[src/rtl/uart_pkg.sv]
// UART receive shared definitions: rx FSM states, oversampling constants, vote helper.
// No ports; imported by uart_rx_bit_filter and uart_rx_deserializer.
package uart_pkg;

  typedef enum logic [2:0] {
    ST_IDLE,
    ST_START,
    ST_DATA,
    ST_PARITY,
    ST_STOP
  } rx_state_e;

  localparam int OVERSAMPLE    = 16;
  localparam int SAMPLE_PHASE  = 7;
  localparam int MAX_DATA_BITS = 8;

  function automatic logic maj3(logic a, logic b, logic c);
    return (a & b) | (a & c) | (b & c);
  endfunction

endpackage

[src/rtl/uart_rx_bit_filter.sv]
// RX synchroniser plus optional 2-of-3 vote (UART_RX_MAJORITY_VOTE_EN).
// Ports: clk, rst_n, [tick], rx in; rx_sync (synced line), rx_bit (decision value) out.
module uart_rx_bit_filter
  import uart_pkg::*;
#(
  parameter int SYNC_STAGES = 2
) (
  input  logic clk,
  input  logic rst_n,
`ifdef UART_RX_MAJORITY_VOTE_EN
  input  logic tick,
`endif
  input  logic rx,
  output logic rx_sync,
  output logic rx_bit
);

  logic [SYNC_STAGES-1:0] sync_q;

  always_ff @(posedge clk or negedge rst_n) begin
    if (!rst_n) sync_q <= '1;
    else        sync_q <= {sync_q[SYNC_STAGES-2:0], rx};
  end

  assign rx_sync = sync_q[SYNC_STAGES-1];

`ifdef UART_RX_MAJORITY_VOTE_EN
  // Samples from the two previous ticks; voted with the
  // current one, so the decision lands one tick later.
  logic [1:0] hist_q;

  always_ff @(posedge clk or negedge rst_n) begin
    if (!rst_n)    hist_q <= '1;
    else if (tick) hist_q <= {hist_q[0], rx_sync};
  end

  assign rx_bit = maj3(hist_q[1], hist_q[0], rx_sync);
`else
  assign rx_bit = rx_sync;
`endif

endmodule

[src/rtl/uart_rx_deserializer.sv]
// UART receive stage: 16x oversampled start detect, deserialise, hold byte + status.
// Ports: CLK, RESET_N, BAUD_CLOCK, RX, BIT8, PARITY_EN, ODD_N_EVEN, READ_RX_BYTE in;
//        RX_DATA[7:0], RX_RDY, PARITY_ERR, FRAMING_ERR, OVERFLOW out.
// Option: UART_RX_MAJORITY_VOTE_EN moves decisions to phase 8 using a 3-sample vote.
module uart_rx_deserializer
  import uart_pkg::*;
#(
  parameter int SYNC_STAGES = 2
) (
  input  logic       CLK,
  input  logic       RESET_N,
  input  logic       BAUD_CLOCK,
  input  logic       RX,
  input  logic       BIT8,
  input  logic       PARITY_EN,
  input  logic       ODD_N_EVEN,
  input  logic       READ_RX_BYTE,
  output logic [7:0] RX_DATA,
  output logic       RX_RDY,
  output logic       PARITY_ERR,
  output logic       FRAMING_ERR,
  output logic       OVERFLOW
);

`ifdef UART_RX_MAJORITY_VOTE_EN
  localparam logic [3:0] DECIDE = 4'(SAMPLE_PHASE + 1);
`else
  localparam logic [3:0] DECIDE = 4'(SAMPLE_PHASE);
`endif
  localparam logic [3:0] LAST_PH = 4'(OVERSAMPLE - 1);

  logic rx_sync;
  logic rx_bit;

  uart_rx_bit_filter #(
    .SYNC_STAGES(SYNC_STAGES)
  ) u_filter (
    .clk    (CLK),
    .rst_n  (RESET_N),
`ifdef UART_RX_MAJORITY_VOTE_EN
    .tick   (BAUD_CLOCK),
`endif
    .rx     (RX),
    .rx_sync(rx_sync),
    .rx_bit (rx_bit)
  );

  rx_state_e  state_q;
  logic [3:0] phase_q;
  logic [2:0] bit_q;
  logic [7:0] shift_q;
  logic       perr_q;
  logic       load_q;

  logic       decide;
  logic       wrap;
  logic       last_bit;
  logic [7:0] data_w;

  assign decide   = (phase_q == DECIDE);
  assign wrap     = (phase_q == LAST_PH);
  assign last_bit = (bit_q == (BIT8 ? 3'(MAX_DATA_BITS - 1)
                                    : 3'(MAX_DATA_BITS - 2)));
  // 7-bit frames stop one shift short of bit 0.
  assign data_w   = BIT8 ? shift_q : {1'b0, shift_q[7:1]};

  always_ff @(posedge CLK or negedge RESET_N) begin
    if (!RESET_N) begin
      state_q     <= ST_IDLE;
      phase_q     <= '0;
      bit_q       <= '0;
      shift_q     <= '0;
      perr_q      <= 1'b0;
      load_q      <= 1'b0;
      FRAMING_ERR <= 1'b0;
    end else begin
      load_q      <= 1'b0;
      FRAMING_ERR <= 1'b0;
      if (BAUD_CLOCK) begin
        phase_q <= phase_q + 4'd1;
        unique case (state_q)
          ST_IDLE: begin
            phase_q <= '0;
            if (!rx_sync) begin
              state_q <= ST_START;
              perr_q  <= 1'b0;
            end
          end
          ST_START: begin
            if (decide && rx_bit) begin
              state_q <= ST_IDLE;
              phase_q <= '0;
            end else if (wrap) begin
              state_q <= ST_DATA;
              bit_q   <= '0;
            end
          end
          ST_DATA: begin
            if (decide) shift_q <= {rx_bit, shift_q[7:1]};
            if (wrap) begin
              if (last_bit)
                state_q <= PARITY_EN ? ST_PARITY : ST_STOP;
              else
                bit_q <= bit_q + 3'd1;
            end
          end
          ST_PARITY: begin
            if (decide)
              perr_q <= rx_bit ^ (^data_w) ^ ODD_N_EVEN;
            if (wrap) state_q <= ST_STOP;
          end
          ST_STOP: begin
            if (decide) begin
              state_q     <= ST_IDLE;
              phase_q     <= '0;
              load_q      <= 1'b1;
              FRAMING_ERR <= !rx_bit;
            end
          end
          default: state_q <= ST_IDLE;
        endcase
      end
    end
  end

  always_ff @(posedge CLK or negedge RESET_N) begin
    if (!RESET_N) begin
      RX_DATA    <= '0;
      RX_RDY     <= 1'b0;
      PARITY_ERR <= 1'b0;
      OVERFLOW   <= 1'b0;
    end else if (load_q) begin
      if (!RX_RDY || READ_RX_BYTE) begin
        RX_DATA    <= data_w;
        PARITY_ERR <= perr_q;
        RX_RDY     <= 1'b1;
        if (READ_RX_BYTE) OVERFLOW <= 1'b0;
      end else begin
        OVERFLOW <= 1'b1;
      end
    end else if (READ_RX_BYTE) begin
      RX_RDY     <= 1'b0;
      PARITY_ERR <= 1'b0;
      OVERFLOW   <= 1'b0;
    end
  end

endmodule

[config.mk]
export PLATFORM = sky130hd
export DESIGN_NAME = uart_rx_deserializer
export DESIGN_NICKNAME = d
export VERILOG_FILES = /design/src/rtl/uart_pkg.sv /design/src/rtl/uart_rx_bit_filter.sv /design/src/rtl/uart_rx_deserializer.sv
export SDC_FILE = /design/constraint.sdc
export NUM_CORES = 1
export LEC_CHECK = 0
export ABC_AREA = 0
export ABC_CLOCK_PERIOD_IN_PS = 2800
export BUFFER_PORTS_ARGS = -buffer_cell sky130_fd_sc_hd__buf_4
export CORE_ASPECT_RATIO = 1.25
export CORE_MARGIN = 2
export CORE_UTILIZATION = 40
export DETAILED_ROUTE_END_ITERATION = 16
export GPL_TIMING_DRIVEN = 0
export PLACE_DENSITY = 0.63
export SKIP_CTS_REPAIR_TIMING = 1
export SLEW_MARGIN = 20
export SYNTH_ARGS = -nofsm -noshare
export SYNTH_HDL_FRONTEND = slang
export SYNTH_SLANG_ARGS = --single-unit
export TNS_END_PERCENT = 50
[constraint.sdc]
create_clock -name CLK -period 2.8 [get_ports CLK]
set_clock_uncertainty 0.2 [all_clocks]
set_input_delay 0.42 -clock CLK [delete_from_list [all_inputs] [get_ports CLK]]
set_output_delay 0.42 -clock CLK [all_outputs]
set_load 0.05 [all_outputs]
==> metrics.csv <==
stage,metric,value,unit
die,number of core rows,26,
detailed_routing,Iter 0 DRT Violations,51,
die,Top Ports,20,
flow_run,max_cap viols,0,
synth,ranking of synthesized cells by area,"dfrtp_1 46%, mux2_2 7.2%, mux2i_1 5.8%",
final_layout,fin util,49.2,%
worst_setup_path,critical path data required time,2.76,ns
timing,TNS Setup,0,ns
worst_setup_path,CP top delay family,compound AO/OA/AOI/OAI gates,
clocking,clk slew on worst S/H paths,0.06,ns
worst_setup_path,Worst Path Arrival,2.24,ns
placement,Final HPWL DP,2270,um
run_status,status,finished clean,
worst_setup_path,reg-to-reg critical path startpoint,phase_q[0],
synth,Mapped Avg Cell Area,10.9,sq um
timing,fin crit period,2.28,ns
synth,Mapped Area,1730,sq um
synth,ys async rst share,100,%
detailed_routing,antenna-violating nets left,0,
timing,max-slew violations,0,
clocking,clk_lat worst skew,0.28,ns
timing,"Hold Violations, Final",0,
die,die extent in y,77.4,um
synth,sequential-to-total area share from yosys stat,49.5,%
timing,Max-slew headroom,61.0,%
synth,YS warnings,0,
worst_setup_path,Reg2Reg Capture Point,state_q[1],
power,Leak Pwr,0.931,nW
power,Max VDD drop,0.000428,V
worst_setup_path,reg2reg setup slack,0.52,ns
synth,Most used DFF post-synth,dfrtp_1,
final_layout,# diodes,0,
die,core area,4130,sq um
worst_setup_path,crit end category,flop,
synth,main combinational cell family by area after synthesis,simple AND/OR/NAND/NOR gates,
synth,Synth Area in Simple Gates,14.6,%
clocking,CTS sink cnt,34,
synth,Mapped Cells,158,
worst_setup_path,CP Cell Sequence,"ha_1, and3b_1, o21ai_0, a311oi_1, mux2_2",
synth,syn_nets,168,
detailed_routing,vias per cell,5.14,
detailed_routing,DR pass1 iterations,4,
min_path,type of the tightest min-delay check,in -> reg,
grt,initial antenna violation count,0,
grt,routing usage on met1,16.4,%
worst_setup_path,R2R cell count,5,
min_path,hold path cells,1,
clocking,clock buffer depth,2,
synth,"EDFF count, synth",0,
synth,post-synthesis compound-gate area fraction,11.6,%
worst_setup_path,CP Launch Type,flop,
placement,Port Buffers,18,
power,total power,1.43,mW
worst_setup_path,Setup Crit Path Kind,reg -> reg,
grt,largest net degree at the start of global routing,35,
detailed_routing,DRC violations left,0,
final_layout,Final nets,194,
synth,library cells used by synthesis,42,
grt,met3 usage,4.49,%
grt,remaining global-route overflow,0,
clocking,H-Tree Depth,2,
grt,global-route wire length before repair,5610,um
timing,Tightest Pin Transition,0.581,ns
synth,xor/xnor cell area share of the yosys netlist,5.37,%
timing,RSZ-0062 raised after global routing,false,
final_layout,area grow syn2layout,17.8,%
timing,final worst path period share,81.3,%
timing,achievable clock frequency,439,MHz
clocking,CTS tree,built,
synth,Synth area leader,dfrtp_1,
final_layout,Filler Cell Count,392,
detailed_routing,Via Count,1239,
grt,vias in the first global route,1272,
grt,GR peak layer,met2,
detailed_routing,DR WL/cell,12.6,um
grt,total track usage,14.6,%
clocking,CTS Buf Count,5,
power,Pwr Density,702,nW/um^2
worst_setup_path,CP max stage delay,0.55,ns
worst_setup_path,"Slowest-stage cell, CP",a311oi_1,
synth,"FF+latch count, synth",34,
synth,multiplexer share of the synthesized area,13.9,%
synth,area share of the largest cell type after synthesis,46.4,%
timing,Hold WS,0.0481,ns
synth,adder-cell share of the synthesized area,1.45,%
clocking,clk root buf,clkbuf_8,
die,die footprint,4860,sq um
timing,final setup margin,0.524,ns
detailed_routing,final WL,3040,um
timing,# setup viols final,0,
worst_setup_path,Buf/Inv on CP,0,
die,Initial Util,41.8,%
grt,GR Util met2,25.7,%
final_layout,fraction of layout cells with a size suffix above 1,25.4,%
min_path,hold worst-path end,u_filter.sync_q[0],
synth,Synth top cells by count,"32 x dfrtp_1, 16 x nand2_1, 12 x o21ai_0",
min_path,Hold Crit Start,RX,
worst_setup_path,CP Max Fanout,6,
placement,dpl ws,0.547,ns
placement,GPL Wtd Cong,0.812,
synth,most numerous cell in the Yosys netlist,dfrtp_1,
die,die width,62.7,um
[metal layers]
layer	vias up	part of all wire, %
met5	-	0
met4	0	1.4
met3	4	3.3
met2	20	53
met1	609	43
li1	606	-
[worst reg2reg max path: cells and delay by family (launching register included)]
kind | cells | cell delay [ns]
AO/OA/AOI/OAI | 2 | 0.65
adder cells (fa/ha/maj) | 1 | 0.28
flip-flops | 1 | 0.37
multiplexers | 1 | 0.40
AND/OR/NAND/NOR | 1 | 0.27
[flip-flops by register name, summed over array words and instances, names as in the netlist]
signal           flops
bit_q                3
PARITY_ERR           1
phase_q              4
perr_q               1
RX_RDY               1
RX_DATA              8
shift_q              8
u_filter.sync_q      2
FRAMING_ERR          1
state_q              3
load_q               1
OVERFLOW             1
[logic make-up after synthesis]
| group | after synthesis |
|---|---|
| AO/OA/AOI/OAI | 28 |
| XOR/XNOR | 9 |
| adder cells (fa/ha/maj) | 2 |
| buffers and inverters | 13 |
| flip-flops | 34 |
| multiplexers | 22 |
| AND/OR/NAND/NOR | 50 |
[where the power goes]
part | switching, mW | internal, mW | total (mW) | leakage (nW)
combinational | 0.240 | 0.199 | 0.438 | 0.432
clock | 0.165 | 0.198 | 0.363 | 0.0482
sequential | 0.0611 | 0.563 | 0.624 | 0.451
[layout make-up]
class | count | area [sq um] | area share, %
Multi-Input combinational cell | 111 | 810 | 39.8
Buffer | 7 | 40.0 | 1.97
Inverter | 6 | 22.5 | 1.11
Timing Repair Buffer | 19 | 145 | 7.14
Clock buffer | 7 | 86.3 | 4.25
Tap cell | 56 | 70.1 | 3.45
Clock inverter | 1 | 5.00 | 0.246
Sequential cell | 34 | 853 | 42.0
[worst max path at each step]
stage,startpoint,to,cells after the start
3_3_place_gp,phase_q[0],state_q[1],5
3_5_place_dp,phase_q[0],state_q[1],5
4_1_cts,phase_q[0],state_q[1],5
5_1_grt,phase_q[0],state_q[2],5
6_report,phase_q[0],state_q[1],5
2_1_floorplan,phase_q[0],state_q[1],5
[per-stage QoR]
| stage | cells | cell area [sq um] |
|---|---|---|
| after floorplan | 158 | 1730 |
| after global placement | 232 | 1930 |
| after detailed placement | 232 | 1930 |
| after CTS | 240 | 2020 |
| after global routing | 241 | 2030 |
| final | 241 | 2030 |
[layout by cell type, fill, tap and decap left out, drive strengths merged, types with 3 or more instances in the layout]
cell type / instances
inv: 6
nor2: 9
nand2b: 3
mux2i: 10
o21ai: 12
buf: 22
clkbuf: 10
mux2: 12
dfrtp: 32
xnor2: 8
nand2: 16
nor2b: 4
nor3: 4
nand3: 5
Note: power is estimated with default switching activity, not from simulation.
